==> src/rtl/mem_if_pkg.sv <==
// Shared definitions for the single-port valid/ready memory and its BIST initiator.
// Holds the BIST state encoding, the four test phases and the data pattern helper.
// The pattern helper is width-agnostic: callers truncate its 64-bit result.
package mem_if_pkg;

  typedef enum logic [1:0] {
    IDLE  = 2'd0,
    ISSUE = 2'd1,
    WAIT  = 2'd2,
    DONE  = 2'd3
  } bist_state_e;

  localparam logic [1:0] PH_WR0 = 2'd0;
  localparam logic [1:0] PH_RD0 = 2'd1;
  localparam logic [1:0] PH_WR1 = 2'd2;
  localparam logic [1:0] PH_RD1 = 2'd3;

  // Data written (write phases) or expected (read phases) at one address:
  // addr^seed in the first pass, its complement in the second pass.
  function automatic logic [63:0] bist_pattern(input logic [63:0] addr,
                                               input logic [63:0] seed,
                                               input logic [1:0]  phase);
    logic [63:0] p;
    p = addr ^ seed;
    if (phase == PH_WR1 || phase == PH_RD1) begin
      p = ~p;
    end
    return p;
  endfunction

endpackage

==> src/rtl/mem_bist_master.sv <==
// Memory BIST initiator: write pattern, read/compare, write inverse, read/compare over all addresses.
// Latency: one transaction every 2 cycles, 8*DEPTH cycles per full test; result registered one cycle later.
// Backpressure: waits for m_ready after each 1-cycle m_valid pulse; aborts with timeout after TIMEOUT cycles.
module mem_bist_master
  import mem_if_pkg::*;
#(
  parameter int WIDTH      = 8,
  parameter int DEPTH      = 32,
  parameter int ADDR_WIDTH = $clog2(DEPTH),
  parameter int TIMEOUT    = 16
) (
  input  logic                  clk,
  input  logic                  rst,
  input  logic                  start,
  input  logic [WIDTH-1:0]      seed,
  output logic                  m_valid,
  output logic                  m_wr_rd,
  output logic [ADDR_WIDTH-1:0] m_addr,
  output logic [WIDTH-1:0]      m_wdata,
  input  logic [WIDTH-1:0]      m_rdata,
  input  logic                  m_ready,
  output logic                  busy,
  output logic                  done,
  output logic                  pass,
  output logic                  timeout,
  output logic [ADDR_WIDTH+1:0] err_count,
  output logic [ADDR_WIDTH-1:0] first_err_addr
);

  // Wait counter only has to reach TIMEOUT-1.
  localparam int WAIT_W = (TIMEOUT > 2) ? $clog2(TIMEOUT) : 1;
  localparam logic [ADDR_WIDTH-1:0] LAST_ADDR = ADDR_WIDTH'(DEPTH - 1);
  localparam logic [WAIT_W-1:0]     WAIT_MAX  = WAIT_W'(TIMEOUT - 1);

  bist_state_e           state_q, state_d;
  logic [1:0]            phase_q, phase_d;
  logic [ADDR_WIDTH-1:0] addr_q, addr_d;
  logic [WIDTH-1:0]      seed_q, seed_d;
  logic [WAIT_W-1:0]     wait_q, wait_d;
  logic                  m_valid_q, m_valid_d;
  logic                  m_wr_rd_q, m_wr_rd_d;
  logic [WIDTH-1:0]      m_wdata_q, m_wdata_d;
  logic                  busy_q, busy_d;
  logic                  done_q, done_d;
  logic                  pass_q, pass_d;
  logic                  timeout_q, timeout_d;
  logic [ADDR_WIDTH+1:0] err_q, err_d;
  logic [ADDR_WIDTH-1:0] first_q, first_d;
  logic                  issue;
  logic [WIDTH-1:0]      exp_dat;

  assign exp_dat = WIDTH'(bist_pattern(64'(addr_q), 64'(seed_q), phase_q));

  // Next-state logic: FSM, address/phase stepping, wait timer, compare and result flags.
  always_comb begin
    state_d   = state_q;
    phase_d   = phase_q;
    addr_d    = addr_q;
    seed_d    = seed_q;
    wait_d    = wait_q;
    m_valid_d = 1'b0;
    m_wr_rd_d = m_wr_rd_q;
    m_wdata_d = m_wdata_q;
    busy_d    = busy_q;
    done_d    = done_q;
    pass_d    = pass_q;
    timeout_d = timeout_q;
    err_d     = err_q;
    first_d   = first_q;
    issue     = 1'b0;

    case (state_q)
      IDLE: begin
        if (start) begin
          seed_d    = seed;
          done_d    = 1'b0;
          pass_d    = 1'b0;
          timeout_d = 1'b0;
          err_d     = '0;
          first_d   = '0;
          busy_d    = 1'b1;
          addr_d    = '0;
          phase_d   = PH_WR0;
          issue     = 1'b1;
        end
      end
      ISSUE: begin
        // The request cycle itself counts as the first cycle without m_ready.
        wait_d  = WAIT_W'(1);
        state_d = WAIT;
      end
      WAIT: begin
        if (m_ready) begin
          if (phase_q[0] && (m_rdata != exp_dat)) begin
            if (err_q != '1) begin
              err_d = err_q + 1'b1;
            end
            if (err_q == '0) begin
              first_d = addr_q;
            end
          end
          if (addr_q == LAST_ADDR && phase_q == PH_RD1) begin
            state_d = DONE;
            done_d  = 1'b1;
            busy_d  = 1'b0;
            pass_d  = (err_d == '0);
          end else begin
            if (addr_q == LAST_ADDR) begin
              addr_d  = '0;
              phase_d = phase_q + 2'd1;
            end else begin
              addr_d = addr_q + 1'b1;
            end
            issue = 1'b1;
          end
        end else if (wait_q == WAIT_MAX) begin
          timeout_d = 1'b1;
          pass_d    = 1'b0;
          done_d    = 1'b1;
          busy_d    = 1'b0;
          state_d   = IDLE;
        end else begin
          wait_d = wait_q + 1'b1;
        end
      end
      DONE: begin
        state_d = IDLE;
      end
      default: begin
        state_d = IDLE;
      end
    endcase

    if (issue) begin
      state_d   = ISSUE;
      m_valid_d = 1'b1;
      m_wr_rd_d = ~phase_d[0];
      m_wdata_d = phase_d[0] ? '0 : WIDTH'(bist_pattern(64'(addr_d), 64'(seed_d), phase_d));
    end
  end

  // State and output registers; synchronous reset abandons any pending transaction.
  always_ff @(posedge clk) begin
    if (rst) begin
      state_q   <= IDLE;
      phase_q   <= PH_WR0;
      addr_q    <= '0;
      seed_q    <= '0;
      wait_q    <= '0;
      m_valid_q <= 1'b0;
      m_wr_rd_q <= 1'b0;
      m_wdata_q <= '0;
      busy_q    <= 1'b0;
      done_q    <= 1'b0;
      pass_q    <= 1'b0;
      timeout_q <= 1'b0;
      err_q     <= '0;
      first_q   <= '0;
    end else begin
      state_q   <= state_d;
      phase_q   <= phase_d;
      addr_q    <= addr_d;
      seed_q    <= seed_d;
      wait_q    <= wait_d;
      m_valid_q <= m_valid_d;
      m_wr_rd_q <= m_wr_rd_d;
      m_wdata_q <= m_wdata_d;
      busy_q    <= busy_d;
      done_q    <= done_d;
      pass_q    <= pass_d;
      timeout_q <= timeout_d;
      err_q     <= err_d;
      first_q   <= first_d;
    end
  end

  assign m_valid        = m_valid_q;
  assign m_wr_rd        = m_wr_rd_q;
  assign m_addr         = addr_q;
  assign m_wdata        = m_wdata_q;
  assign busy           = busy_q;
  assign done           = done_q;
  assign pass           = pass_q;
  assign timeout        = timeout_q;
  assign err_count      = err_q;
  assign first_err_addr = first_q;

endmodule
==> config.mk <==
export PLATFORM = sky130hd
export DESIGN_NAME = mem_bist_master
export DESIGN_NICKNAME = d
export VERILOG_FILES = /design/src/rtl/mem_if_pkg.sv /design/src/rtl/mem_bist_master.sv
export SDC_FILE = /design/constraint.sdc
export NUM_CORES = 1
export LEC_CHECK = 0
export ABC_CLOCK_PERIOD_IN_PS = 2600
export CAP_MARGIN = 40
export CORE_UTILIZATION = 30
export CTS_CLUSTER_SIZE = 16
export DETAILED_ROUTE_END_ITERATION = 12
export GPL_ROUTABILITY_DRIVEN = 0
export GPL_TIMING_DRIVEN = 0
export RECOVER_POWER = 25
export SLEW_MARGIN = 5
export SYNTH_ARGS = -nofsm -noshare
export SYNTH_HDL_FRONTEND = slang
export SYNTH_SLANG_ARGS = --single-unit
export TNS_END_PERCENT = 5
==> constraint.sdc <==
create_clock -name clk -period 2.6 [get_ports clk]
set_clock_uncertainty 0.05 [all_clocks]
set_input_delay 0.65 -clock clk [delete_from_list [all_inputs] [get_ports clk]]
set_output_delay 0.65 -clock clk [all_outputs]
set_load 0.02 [all_outputs]
==> run_results.csv <==
group,metric,value,unit
cts,clk_latency,0.30,ns
global_route,first_global_vias,2259,
route,drc,0,
synth,avgSynthCellArea,8.805,um2
cts,tritoncts,"built",
power,p_sw,885.1,uW
global_route,use_met2,0.2530,
floorplan,die_w,95.05,um
worst_hold_path,hp-class,"register to register",
timing,worst_pin_slew,0.7570,ns
synth,yosysSeqAreaShare,0.3622,
route,dr_total_vias,2327,
worst_hold_path,hold_depth,2,
cts,cts_buffer_depth,2,
cts,cts_setup_buffers,0,
timing,maxSlewViolCount,0,
final_layout,nFillCells,864,
synth,yosys-top-cells-area,"dfxtp_1 36%, ha_1 5.3%, nor2_1 5.1%",
global_route,antenna_found_initial,0,
cts,clkTransAtPathRegs,0.09,ns
timing,worst_hold_slack,0.3924,ns
floorplan,dieHeight,95.05,um
final_layout,diodes,0,
cts,cts_root_buffer,"clkbuf_8",
synth,ys_warn_count,0,
timing,finalSetupViolations,0,
cts,cts-buffers-inserted,5,
power,p_total,2314,uW
synth,yosysUniqueCellTypes,50,
worst_hold_path,hold_end,"m_wr_rd",
synth,synth.most_common_cell,"dfxtp_1",
setup_path,crit_slowest_cell,"clkdlybuf4s50_1",
setup_path,crit_required,2.80,ns
route,drt_iter0_drc,142,
global_route,grt_use_met3,0.02871,
final_layout,design_area,0.003343,mm2
timing,rsz0062_at_grt,"false",
setup_path,start_kind,"input port",
synth,synth_edf_count,0,
synth,synth_top_area_frac,0.3622,
synth,syn_area,0.002597,mm2
final_layout,drive_above_1_share,0.08239,
setup_path,cpPeakStageDelay,0.48,ns
power,power_per_cell_area,692.0,mW/mm2
global_route,gr-usage-all-layers,0.1580,
worst_hold_path,min_from,"m_wr_rd",
global_route,grt_pass1_wl,10.94,mm
flow_run,cap_violations,0,
synth,synthesis.nets,326,
setup_path,crit_arrival,2.68,ns
setup_path,r2r_end,"err_count[0]",
floorplan,initial_core_util,0.3130,
timing,hold_violations,0,
setup_path,cp_top_family,"compound AO/OA/AOI/OAI gates",
setup_path,rr_startpoint,"phase_q[0]",
timing,relSlewSlack,0.4953,
cts,cts_hold_repair.buffers,0,
global_route,use_met1,0.2101,
synth,yosys_most_used_dff,"dfxtp_1",
timing,fin_crit,2.482,ns
timing,fmax,402.9,MHz
power,combPwrFrac,0.420,
setup_path,rr_worst_depth,9,
cts,clock-sinks,47,
placement,place_area,0.003229,mm2
synth,synthTopCellsByCount,"47 x dfxtp_1, 35 x nor2_1, 29 x nand2_1, 18 x o21ai_0, 13 x clkbuf_1",
setup_path,r2r_slack,0.14,ns
setup_path,crit_path_end_kind,"register",
power,p_int,1429,uW
synth,synthCells,295,
power,peakVddDrop,0.2798,mV
route,routed_wl,6.799,mm
setup_path,crit_path_max_fanout,10,
final_layout,nNetsFinal,383,
setup_path,crit_chain,"clkdlybuf4s50_1 > xnor3_1 > o41ai_4 > a21oi_2 > buf_6 > a21o_1 > a32oi_1 > a32o_1",
placement,hpwl,5.079,mm
setup_path,critPathKind,"input port to register",
timing,period_share,0.9547,
floorplan,ios,51,
placement,io_buffers,50,
floorplan,coreArea,0.008299,mm2
power,seqPwrFrac,0.386,
synth,ys_seq_elements,47,
power,p_clk_frac,0.194,
setup_path,crit_buf_inv,2,
status,outcome,"finished clean",
floorplan,die_area,0.009035,mm2
cts,cts-htree-levels,2,
route,antenna_left,0,
final_layout,fin_util,0.4028,
route,drtPass1Iterations,4,
synth,yosys.area.top_type,"dfxtp_1",
route,drt-wirelength-per-cell,14.88,um
route,avgViaCountPerCell,5.092,
global_route,top_usage_layer,"met2",
floorplan,row_count,33,
final_layout,area_delta_synth_final,28.71,%
synth,ys_async_sr_fraction,0,
global_route,grt_max_degree,14,
global_route,grt_overflow_total,0,
power,p_leak,0.001341,uW
power,switching_share,0.3825,
worst register-to-register path: cells and delay by family (launching register included):
kind | cells | cell delay, ns
buffers and inverters | 1 | 0.15
AND/OR/NAND/NOR | 3 | 0.42
flip-flops | 1 | 0.42
multiplexers | 1 | 0.27
AO/OA/AOI/OAI | 3 | 0.82
adder cells (fa/ha/maj) | 1 | 0.23
cell families (layout without fill, tap and decap cells):
| group | after synthesis | count (layout) | share of synthesized area |
|---|---|---|---|
| flops | 47 | 47 | 0.3622 |
| compound gates | 69 | 69 | 0.1941 |
| buf+inv | 27 | 84 | 0.04239 |
| mux | 14 | 14 | 0.05540 |
| fa+ha+maj | 11 | 11 | 0.05299 |
| simple gates | 103 | 103 | 0.1850 |
| xor+xnor | 24 | 24 | 0.1079 |
cells in the final DEF (no fill, tap or decap), types with 5 or more instances in the layout:
cell type and instances:
dfxtp_1 44, nor2_1 34, clkdlybuf4s50_1 32, nand2_1 29, o21ai_0 18, dlygate4sd3_1 18
a21oi_1 12, inv_1 11, clkbuf_1 11, mux2i_1 11, xnor2_1 10, ha_1 10
nand4_1 9, xor2_1 9, nor3_1 8, a22o_1 8, clkbuf_8 6, nand3_1 5
metal layers:
metal,part of all wire,up-vias
met5,0,-
met4,0.015,0
met3,0.056,9
li1,-,1169
met1,0.47,1083
met2,0.46,66
sequential cells by signal (all words and copies together), names as in the netlist, 2 cells and up:
signal	flops
m_addr	5
err_count	7
wait_q	4
phase_q	2
first_err_addr	5
m_wdata	8
state_q	2
seed_q	8
stage by stage:
stage | setup TNS (ns) | instances | worst slack, ns
floorplan | 0 | 295 | 0.1116
global placement | -4.050 | 450 | -0.4036
detailed placement | -4.513 | 450 | -0.4231
CTS | 0 | 457 | 0.02453
global route | 0 | 457 | 0.001738
finish | 0 | 457 | 0.1178
worst max path at each step:
stage,slack [ns],start,endpoint,cells past startpoint
finish,0.12,m_rdata[4],pass,8
global route,0.002,phase_q[0],pass,10
CTS,0.02,phase_q[0],err_count[0],9
detailed placement,-0.42,m_ready,first_err_addr[0],7
global placement,-0.40,m_ready,first_err_addr[0],7
floorplan,0.11,m_addr[0],m_wdata[4],10
power by group through the flow:
stage	Sequential [uW]	Clock (uW)	Combinational (uW)
global route	907	500	1070
global placement	907	0	967
floorplan	962	0	616
finish	893	449	972
CTS	896	465	986
detailed placement	912	0	982
repair_timing:
action,4_1_cts,5_1_grt
gates resized for setup,5,8
setup endpoints to repair,11,15
pin swaps,0,1
final cells by class:
class	count	area [um2]	area share
clock buffers	6	82.58	0.02470
clock inverters	1	5.005	0.001497
multi-input cells	221	1562	0.4671
well taps	105	131.4	0.03930
plain buffers	16	73.82	0.02208
repair buffers	50	500.5	0.1497
flip-flops and latches	47	947.2	0.2833
inverters	11	41.29	0.01235
Power figures use the tool's default switching activity.
